File: src/rtl/z_stencil_test_pipe.sv
// z_stencil_test_pipe
// Per-sample MSAA depth and stencil test, two register stages, valid/ready
// handshake on both sides, with a saturating occlusion-query counter.
//   S1: depth and stencil compares, plus the operands and controls S2 needs
//   S2: stencil op selection and write-mask merge, registered as the outputs
module z_stencil_test_pipe #(
    parameter int DEPTH_WIDTH   = 24,
    parameter int SAMPLE_COUNT  = 4,
    parameter int STENCIL_WIDTH = 8,
    parameter int QUERY_WIDTH   = 32
) (
    input  logic                                   clk,
    input  logic                                   rst_n,
    input  logic                                   in_valid,
    output logic                                   in_ready,
    input  logic [SAMPLE_COUNT-1:0]                in_mask,
    input  logic [DEPTH_WIDTH*SAMPLE_COUNT-1:0]    in_depth,
    input  logic [DEPTH_WIDTH*SAMPLE_COUNT-1:0]    in_mem_depth,
    input  logic [STENCIL_WIDTH*SAMPLE_COUNT-1:0]  in_mem_stencil,
    input  logic [2:0]                             cmp_func,
    input  logic                                   depth_write_en,
    input  logic                                   stencil_en,
    input  logic [2:0]                             stencil_func,
    input  logic [STENCIL_WIDTH-1:0]               stencil_ref,
    input  logic [STENCIL_WIDTH-1:0]               stencil_read_mask,
    input  logic [STENCIL_WIDTH-1:0]               stencil_write_mask,
    input  logic [2:0]                             sop_fail,
    input  logic [2:0]                             sop_zfail,
    input  logic [2:0]                             sop_zpass,
    output logic                                   out_valid,
    input  logic                                   out_ready,
    output logic [SAMPLE_COUNT-1:0]                out_pass_mask,
    output logic [SAMPLE_COUNT-1:0]                out_depth_we,
    output logic [DEPTH_WIDTH*SAMPLE_COUNT-1:0]    out_write_depth,
    output logic [SAMPLE_COUNT-1:0]                out_stencil_we,
    output logic [STENCIL_WIDTH*SAMPLE_COUNT-1:0]  out_write_stencil,
    input  logic                                   query_clear,
    output logic [QUERY_WIDTH-1:0]                 query_count
);

    localparam int DW = DEPTH_WIDTH;
    localparam int SC = SAMPLE_COUNT;
    localparam int SW = STENCIL_WIDTH;
    localparam int QW = QUERY_WIDTH;

    localparam logic [SW-1:0] ST_ZERO = {SW{1'b0}};
    localparam logic [SW-1:0] ST_ONES = {SW{1'b1}};
    localparam logic [SW-1:0] ST_ONE  = {{(SW-1){1'b0}}, 1'b1};
    localparam logic [QW-1:0] Q_ZERO  = {QW{1'b0}};
    localparam logic [QW-1:0] Q_ONES  = {QW{1'b1}};

    // Compare function shared by depth and stencil: src op dst, unsigned.
    function automatic logic cmp_eval(input logic [2:0] func,
                                      input logic       lt,
                                      input logic       eq);
        logic res;
        case (func)
            3'd0:    res = 1'b0;          // NEVER
            3'd1:    res = lt;            // LESS
            3'd2:    res = eq;            // EQUAL
            3'd3:    res = lt | eq;       // LEQUAL
            3'd4:    res = ~lt & ~eq;     // GREATER
            3'd5:    res = ~eq;           // NOTEQUAL
            3'd6:    res = ~lt;           // GEQUAL
            3'd7:    res = 1'b1;          // ALWAYS
            default: res = 1'b0;
        endcase
        return res;
    endfunction

    // Pick the stencil op from the per-sample test outcome.
    function automatic logic [2:0] select_op(input logic       s_pass,
                                             input logic       d_pass,
                                             input logic [2:0] op_fail,
                                             input logic [2:0] op_zfail,
                                             input logic [2:0] op_zpass);
        logic [2:0] op;
        if (!s_pass) begin
            op = op_fail;
        end else if (!d_pass) begin
            op = op_zfail;
        end else begin
            op = op_zpass;
        end
        return op;
    endfunction

    // Apply a stencil op to the old value (before write masking).
    function automatic logic [SW-1:0] stencil_apply(input logic [2:0]    op,
                                                    input logic [SW-1:0] old_val,
                                                    input logic [SW-1:0] ref_val);
        logic [SW-1:0] res;
        case (op)
            3'd0:    res = old_val;                                        // KEEP
            3'd1:    res = ST_ZERO;                                        // ZERO
            3'd2:    res = ref_val;                                        // REPLACE
            3'd3:    res = (old_val == ST_ONES) ? ST_ONES : old_val + ST_ONE; // INCR_SAT
            3'd4:    res = (old_val == ST_ZERO) ? ST_ZERO : old_val - ST_ONE; // DECR_SAT
            3'd5:    res = ~old_val;                                       // INVERT
            3'd6:    res = old_val + ST_ONE;                               // INCR_WRAP
            3'd7:    res = old_val - ST_ONE;                               // DECR_WRAP
            default: res = old_val;
        endcase
        return res;
    endfunction

    // Number of set bits in a pass mask, one bit wider than the counter.
    function automatic logic [QW:0] popcount(input logic [SC-1:0] bits);
        logic [QW:0] cnt;
        cnt = {(QW+1){1'b0}};
        for (int i = 0; i < SC; i++) begin
            if (bits[i]) begin
                cnt = cnt + {{QW{1'b0}}, 1'b1};
            end else begin
                cnt = cnt;
            end
        end
        return cnt;
    endfunction

    // ------------------------------------------------------------------
    // Handshake
    // ------------------------------------------------------------------
    logic s1_valid_r;
    logic adv1_s;
    logic adv2_s;

    assign adv2_s   = !out_valid || out_ready;
    assign adv1_s   = !s1_valid_r || adv2_s;
    assign in_ready = adv1_s;

    // ------------------------------------------------------------------
    // Input-side compares
    // ------------------------------------------------------------------
    logic [SC-1:0] depth_pass_s;
    logic [SC-1:0] stencil_pass_s;
    logic [SW-1:0] ref_masked_s;

    assign ref_masked_s = stencil_ref & stencil_read_mask;

    // Per-sample depth and stencil compares on the incoming fragment.
    always_comb begin
        depth_pass_s   = {SC{1'b0}};
        stencil_pass_s = {SC{1'b0}};
        for (int i = 0; i < SC; i++) begin
            depth_pass_s[i] = cmp_eval(cmp_func,
                                       in_depth[i*DW +: DW] <  in_mem_depth[i*DW +: DW],
                                       in_depth[i*DW +: DW] == in_mem_depth[i*DW +: DW]);
            if (stencil_en) begin
                stencil_pass_s[i] = cmp_eval(stencil_func,
                    ref_masked_s <  (in_mem_stencil[i*SW +: SW] & stencil_read_mask),
                    ref_masked_s == (in_mem_stencil[i*SW +: SW] & stencil_read_mask));
            end else begin
                stencil_pass_s[i] = 1'b1;
            end
        end
    end

    // ------------------------------------------------------------------
    // Stage 1 registers
    // ------------------------------------------------------------------
    logic [SC-1:0]    s1_mask_r;
    logic [SC-1:0]    s1_depth_pass_r;
    logic [SC-1:0]    s1_stencil_pass_r;
    logic [DW*SC-1:0] s1_depth_r;
    logic [SW*SC-1:0] s1_mem_stencil_r;
    logic             s1_depth_write_en_r;
    logic             s1_stencil_en_r;
    logic [SW-1:0]    s1_ref_r;
    logic [SW-1:0]    s1_wmask_r;
    logic [2:0]       s1_sop_fail_r;
    logic [2:0]       s1_sop_zfail_r;
    logic [2:0]       s1_sop_zpass_r;

    // Stage 1 valid: refills whenever the stage can advance.
    always_ff @(posedge clk or negedge rst_n) begin
        if (!rst_n) begin
            s1_valid_r <= 1'b0;
        end else if (adv1_s) begin
            s1_valid_r <= in_valid;
        end else begin
            s1_valid_r <= s1_valid_r;
        end
    end

    // Stage 1 payload: compare results and the controls sampled with the fragment.
    always_ff @(posedge clk or negedge rst_n) begin
        if (!rst_n) begin
            s1_mask_r           <= {SC{1'b0}};
            s1_depth_pass_r     <= {SC{1'b0}};
            s1_stencil_pass_r   <= {SC{1'b0}};
            s1_depth_r          <= {(DW*SC){1'b0}};
            s1_mem_stencil_r    <= {(SW*SC){1'b0}};
            s1_depth_write_en_r <= 1'b0;
            s1_stencil_en_r     <= 1'b0;
            s1_ref_r            <= ST_ZERO;
            s1_wmask_r          <= ST_ZERO;
            s1_sop_fail_r       <= 3'd0;
            s1_sop_zfail_r      <= 3'd0;
            s1_sop_zpass_r      <= 3'd0;
        end else if (adv1_s && in_valid) begin
            s1_mask_r           <= in_mask;
            s1_depth_pass_r     <= depth_pass_s;
            s1_stencil_pass_r   <= stencil_pass_s;
            s1_depth_r          <= in_depth;
            s1_mem_stencil_r    <= in_mem_stencil;
            s1_depth_write_en_r <= depth_write_en;
            s1_stencil_en_r     <= stencil_en;
            s1_ref_r            <= stencil_ref;
            s1_wmask_r          <= stencil_write_mask;
            s1_sop_fail_r       <= sop_fail;
            s1_sop_zfail_r      <= sop_zfail;
            s1_sop_zpass_r      <= sop_zpass;
        end else begin
            s1_mask_r           <= s1_mask_r;
            s1_depth_pass_r     <= s1_depth_pass_r;
            s1_stencil_pass_r   <= s1_stencil_pass_r;
            s1_depth_r          <= s1_depth_r;
            s1_mem_stencil_r    <= s1_mem_stencil_r;
            s1_depth_write_en_r <= s1_depth_write_en_r;
            s1_stencil_en_r     <= s1_stencil_en_r;
            s1_ref_r            <= s1_ref_r;
            s1_wmask_r          <= s1_wmask_r;
            s1_sop_fail_r       <= s1_sop_fail_r;
            s1_sop_zfail_r      <= s1_sop_zfail_r;
            s1_sop_zpass_r      <= s1_sop_zpass_r;
        end
    end

    // ------------------------------------------------------------------
    // Stage 2 next-state logic
    // ------------------------------------------------------------------
    logic [SC-1:0]    pass_s;
    logic [SC-1:0]    depth_we_s;
    logic [SC-1:0]    stencil_we_s;
    logic [SW*SC-1:0] write_stencil_s;
    logic             wmask_any_s;

    assign wmask_any_s = (s1_wmask_r != ST_ZERO);

    // Per-sample op, write-mask merge and enables for the stage 1 fragment.
    always_comb begin
        pass_s          = {SC{1'b0}};
        depth_we_s      = {SC{1'b0}};
        stencil_we_s    = {SC{1'b0}};
        write_stencil_s = {(SW*SC){1'b0}};
        for (int i = 0; i < SC; i++) begin
            pass_s[i]       = s1_mask_r[i] & s1_stencil_pass_r[i] & s1_depth_pass_r[i];
            depth_we_s[i]   = pass_s[i] & s1_depth_write_en_r;
            stencil_we_s[i] = s1_mask_r[i] & s1_stencil_en_r & wmask_any_s;
            write_stencil_s[i*SW +: SW] =
                (s1_mem_stencil_r[i*SW +: SW] & ~s1_wmask_r) |
                (stencil_apply(select_op(s1_stencil_pass_r[i], s1_depth_pass_r[i],
                                         s1_sop_fail_r, s1_sop_zfail_r, s1_sop_zpass_r),
                               s1_mem_stencil_r[i*SW +: SW], s1_ref_r) & s1_wmask_r);
        end
    end

    // Stage 2 valid: holds while downstream stalls.
    always_ff @(posedge clk or negedge rst_n) begin
        if (!rst_n) begin
            out_valid <= 1'b0;
        end else if (adv2_s) begin
            out_valid <= s1_valid_r;
        end else begin
            out_valid <= out_valid;
        end
    end

    // Stage 2 output registers, frozen while stalled.
    always_ff @(posedge clk or negedge rst_n) begin
        if (!rst_n) begin
            out_pass_mask     <= {SC{1'b0}};
            out_depth_we      <= {SC{1'b0}};
            out_write_depth   <= {(DW*SC){1'b0}};
            out_stencil_we    <= {SC{1'b0}};
            out_write_stencil <= {(SW*SC){1'b0}};
        end else if (adv2_s && s1_valid_r) begin
            out_pass_mask     <= pass_s;
            out_depth_we      <= depth_we_s;
            out_write_depth   <= s1_depth_r;
            out_stencil_we    <= stencil_we_s;
            out_write_stencil <= write_stencil_s;
        end else begin
            out_pass_mask     <= out_pass_mask;
            out_depth_we      <= out_depth_we;
            out_write_depth   <= out_write_depth;
            out_stencil_we    <= out_stencil_we;
            out_write_stencil <= out_write_stencil;
        end
    end

    // ------------------------------------------------------------------
    // Occlusion-query counter
    // ------------------------------------------------------------------
    logic          transfer_s;
    logic [QW:0]   query_sum_s;
    logic [QW-1:0] query_next_s;

    assign transfer_s = out_valid && out_ready;

    // Saturating add of the transferred pass count; a clear drops the old total.
    always_comb begin
        query_sum_s  = {(QW+1){1'b0}};
        query_next_s = query_count;
        if (transfer_s) begin
            if (query_clear) begin
                query_sum_s = popcount(out_pass_mask);
            end else begin
                query_sum_s = {1'b0, query_count} + popcount(out_pass_mask);
            end
            query_next_s = query_sum_s[QW] ? Q_ONES : query_sum_s[QW-1:0];
        end else if (query_clear) begin
            query_next_s = Q_ZERO;
        end else begin
            query_next_s = query_count;
        end
    end

    // Counter register.
    always_ff @(posedge clk or negedge rst_n) begin
        if (!rst_n) begin
            query_count <= Q_ZERO;
        end else begin
            query_count <= query_next_s;
        end
    end

endmodule

File: config.mk
export PLATFORM = sky130hd
export DESIGN_NAME = z_stencil_test_pipe
export DESIGN_NICKNAME = d
export VERILOG_FILES = /design/src/rtl/z_stencil_test_pipe.sv
export SDC_FILE = /design/constraint.sdc
export NUM_CORES = 1
export LEC_CHECK = 0
export CORE_MARGIN = 5
export CORE_UTILIZATION = 30
export DETAILED_ROUTE_END_ITERATION = 12
export HOLD_SLACK_MARGIN = 0.06
export PLACE_DENSITY_LB_ADDON = 0.2
export SYNTH_ARGS = -nofsm -noshare
export SYNTH_HDL_FRONTEND = slang
export SYNTH_SLANG_ARGS = --single-unit
File: constraint.sdc
create_clock -name clk -period 3.1 [get_ports clk]
set_input_delay 0.31 -clock clk [delete_from_list [all_inputs] [get_ports clk]]
set_output_delay 0.31 -clock clk [all_outputs]
set_load 0.05 [all_outputs]
==> impl_metrics.tcl <==
set metrics [dict create \
    grt-ovfl-total 0 \
    worstPathMaxFanout 6 \
    vdd_drop_max_v 0.000334 \
    met3_usage_pct 5.08 \
    setup-tns-final_ns 0 \
    die_area_um2 71900 \
    netlist_top_cells_count "nand2_1 (852), dfrtp_1 (341), ha_1 (149), nor2_1 (122), inv_1 (117)" \
    drv_slew 0 \
    min_period_ns 2.95 \
    multi_input_area_um2 10600 \
    clkLatencyLatePin_ns 0.58 \
    gr-usage-met1_pct 26.6 \
    synth_top_family_by_area "simple AND/OR/NAND/NOR gates" \
    cts_max_level 2 \
    timing.slew.headroom_pct 34.7 \
    synth_seq_area_share_pct 42.7 \
    fin_crit_sh_pct 95.2 \
    drtPass1Iterations 5 \
    die_x_um 268 \
    route.detailed.drc 0 \
    arrival_ns 3.45 \
    via_per_inst 5.02 \
    hpwlAfterDp_um 58700 \
    yosys.area.top_type "dfrtp_1" \
    synth_cells 2452 \
    synthMuxAreaShare_pct 1.12 \
    die_h_um 268 \
    timing.max_cap.violations 0 \
    nets 3306 \
    drt_wl_total_um 76900 \
    cts-buffers-inserted 43 \
    ys_seq_elements 341 \
    synthXorXnorAreaFrac_pct 2.64 \
    grt_setup_unrepaired "true" \
    regArea_um2 8540 \
    initialDrtViolationCount 1278 \
    root_buffer "clkbuf_16" \
    endpoint_kind "flop" \
    top_usage_layer "met2" \
    synth_compound_area_share_pct 12.9 \
    nFillCells 6590 \
    yosysWarnings 0 \
    yosysTopAreaCellShare_pct 42.7 \
    drtAntennaViolNets 0 \
    tightestPinTransition_ns 0.980 \
    power.density_nw_per_um2 624 \
    ys.flop_type "dfrtp_1" \
    grtUsageTotal_pct 20.6 \
    synth-simple-area-share_pct 26.4 \
    cts_tree "done" \
    hold_viol 0 \
    rows 94 \
    grt_pass1_wl_um 116000 \
    yosys-top-cells-area "dfrtp_1 (43%), nand2_1 (16%), ha_1 (9.3%), a21oi_1 (2.6%), o21ai_0 (2.4%)" \
    synth_nets 2876 \
    cp-start-kind "flop" \
    path_class "flop to flop" \
    vias 19000 \
    status "finished clean" \
    synth_edf_count 0 \
    fin_skew_ns 0.0214 \
    crit_required_ns 3.60 \
    p_leak_nw 12.9 \
    cts_buffer_depth 3 \
    ys_types 82 \
    setup_violations 0 \
    cts.sinks 341 \
    final_cells 3780 \
    synth_area_um2 20000 \
    hold_path_class "input pin to flop" \
    async_flop_share_pct 100 \
    start_util_pct 30.3 \
    port_buffers 447 \
    grt_pass1_vias 19400 \
    gp_congestion 0.930 \
    place_inst 3692 \
    drive_gt1_share_pct 5.77 \
    wire_per_inst_um 20.4 \
    area_delta_synth_final_pct 35.6 \
    clkTransAtPathRegs_ns 0.06 \
    antenna_found_initial 6 \
    synth_adder_area_share_pct 9.43 \
    fmaxAchievable_mhz 339 \
    grt_max_degree 73 \
    syn_area_per_cell_um2 8.15 \
    use_met2_pct 34.8 \
    io_pins 448 \
    post-synth-top-count-cell "nand2_1" \
    core_region_area_um2 66000 \
]
-- through the flow --
stage               cell area (um^2)  util (%)  hold slack [ns]  setup slack [ns]  power (W)
floorplan                      20000         -           0.0144            0.0493    0.00956
global placement               25600      38.9            0.350             0.116     0.0121
detailed placement             25600      38.9            0.356             0.108     0.0121
CTS                            27000      40.9            0.241            0.0716     0.0171
global route                   27100      41.1            0.262           -0.0319     0.0178
finish                         27100      41.1            0.269             0.150     0.0169
-- sequential cells by signal, summed over array words and instances (netlist names), 3 cells and up --
name,cells
out_depth_we,4
out_pass_mask,4
out_stencil_we,4
out_write_depth,96
out_write_stencil,32
query_count,32
s1_depth_pass_r,4
s1_depth_r,96
s1_mask_r,4
s1_mem_stencil_r,32
s1_ref_r,8
s1_sop_fail_r,3
s1_sop_zfail_r,3
s1_sop_zpass_r,3
s1_stencil_pass_r,4
s1_wmask_r,8
-- power breakdown --
group	switching [W]	leakage, nW	internal, W
combinational	0.00395	8.01	0.00222
sequential	0.000764	4.24	0.00517
clock	0.00204	0.659	0.00275
-- final cells by class --
cell class	instances	share of cell area (%)
antenna	4	0.0369
sequential	341	31.5
tap	864	3.99
clock buffer	57	4.47
multi-input combinational	1871	39.1
clock inverter	18	0.443
timing repair buffer	508	18.8
inverter	117	1.62
-- cell families (layout without fill, tap and decap cells) --
group	count (synthesis)	count (layout)
AO/OA/AOI/OAI	400	400
adder cells (fa/ha/maj)	150	150
AND/OR/NAND/NOR	1241	1241
XOR/XNOR	58	58
flip-flops	341	341
multiplexers	21	21
other	1	5
buffers and inverters	240	700
-- layout by cell type (no fill, tap or decap), types with 13 or more instances in the layout --
cell,n
a211oi_1,14
a21o_1,47
a21oi_1,101
a31oi_1,14
and2_1,18
and3_1,18
buf_12,13
buf_4,46
clkbuf_16,45
clkdlybuf4s50_1,446
dfrtp_1,339
ha_1,148
inv_1,115
mux2i_1,19
nand2_1,850
nand3_1,54
nand4_1,40
nor2_1,121
nor2b_1,20
nor3_1,51
o211ai_1,21
o21ai_0,91
xnor2_1,25
xor2_1,31
-- per-layer routing --
metal / wire length [um] / up-vias
met3: 5280 / 119
met5: 23 / -
met4: 2160 / 4
li1: - / 9116
met1: 32500 / 9129
met2: 37000 / 603
-- critical path: stages (launching register included) --
cell and delay, ns:
dfrtp_2 0.43, inv_2 0.08, ha_4 0.21, xor2_2 0.18, ha_1 0.31, nand2_1 0.07
o21ai_2 0.08, ha_1 0.29, a21o_1 0.12, a21oi_2 0.07, o21ba_4 0.22, nor4_4 0.24
buf_4 0.19, nand3_2 0.08, xor2_1 0.15, o21ai_1 0.14
-- path summary, 6_finish.rpt --
kind,from,cells past startpoint,slack [ns],to
max,out_pass_mask[0],15,0.15,query_count[25]
min,sop_fail[2],3,0.27,s1_sop_fail_r[2]
max reg2reg,out_pass_mask[0],15,0.15,query_count[25]
min reg2reg,s1_depth_r[55],2,0.46,out_write_depth[55]
max in group asynchronous,rst_n,3,1.94,out_write_depth[44]
min in group asynchronous,rst_n,2,0.34,s1_mem_stencil_r[16]
-- timing repair --
| item | CTS | global route |
|---|---|---|
| endpoints found under the hold margin | 64 | 0 |
| hold buffers | 1 | 0 |
| resized for setup | 0 | 13 |
| endpoints found under the setup margin | 0 | 20 |
| setup buffers | 0 | 8 |
Note: power is estimated with default switching activity, not from simulation.
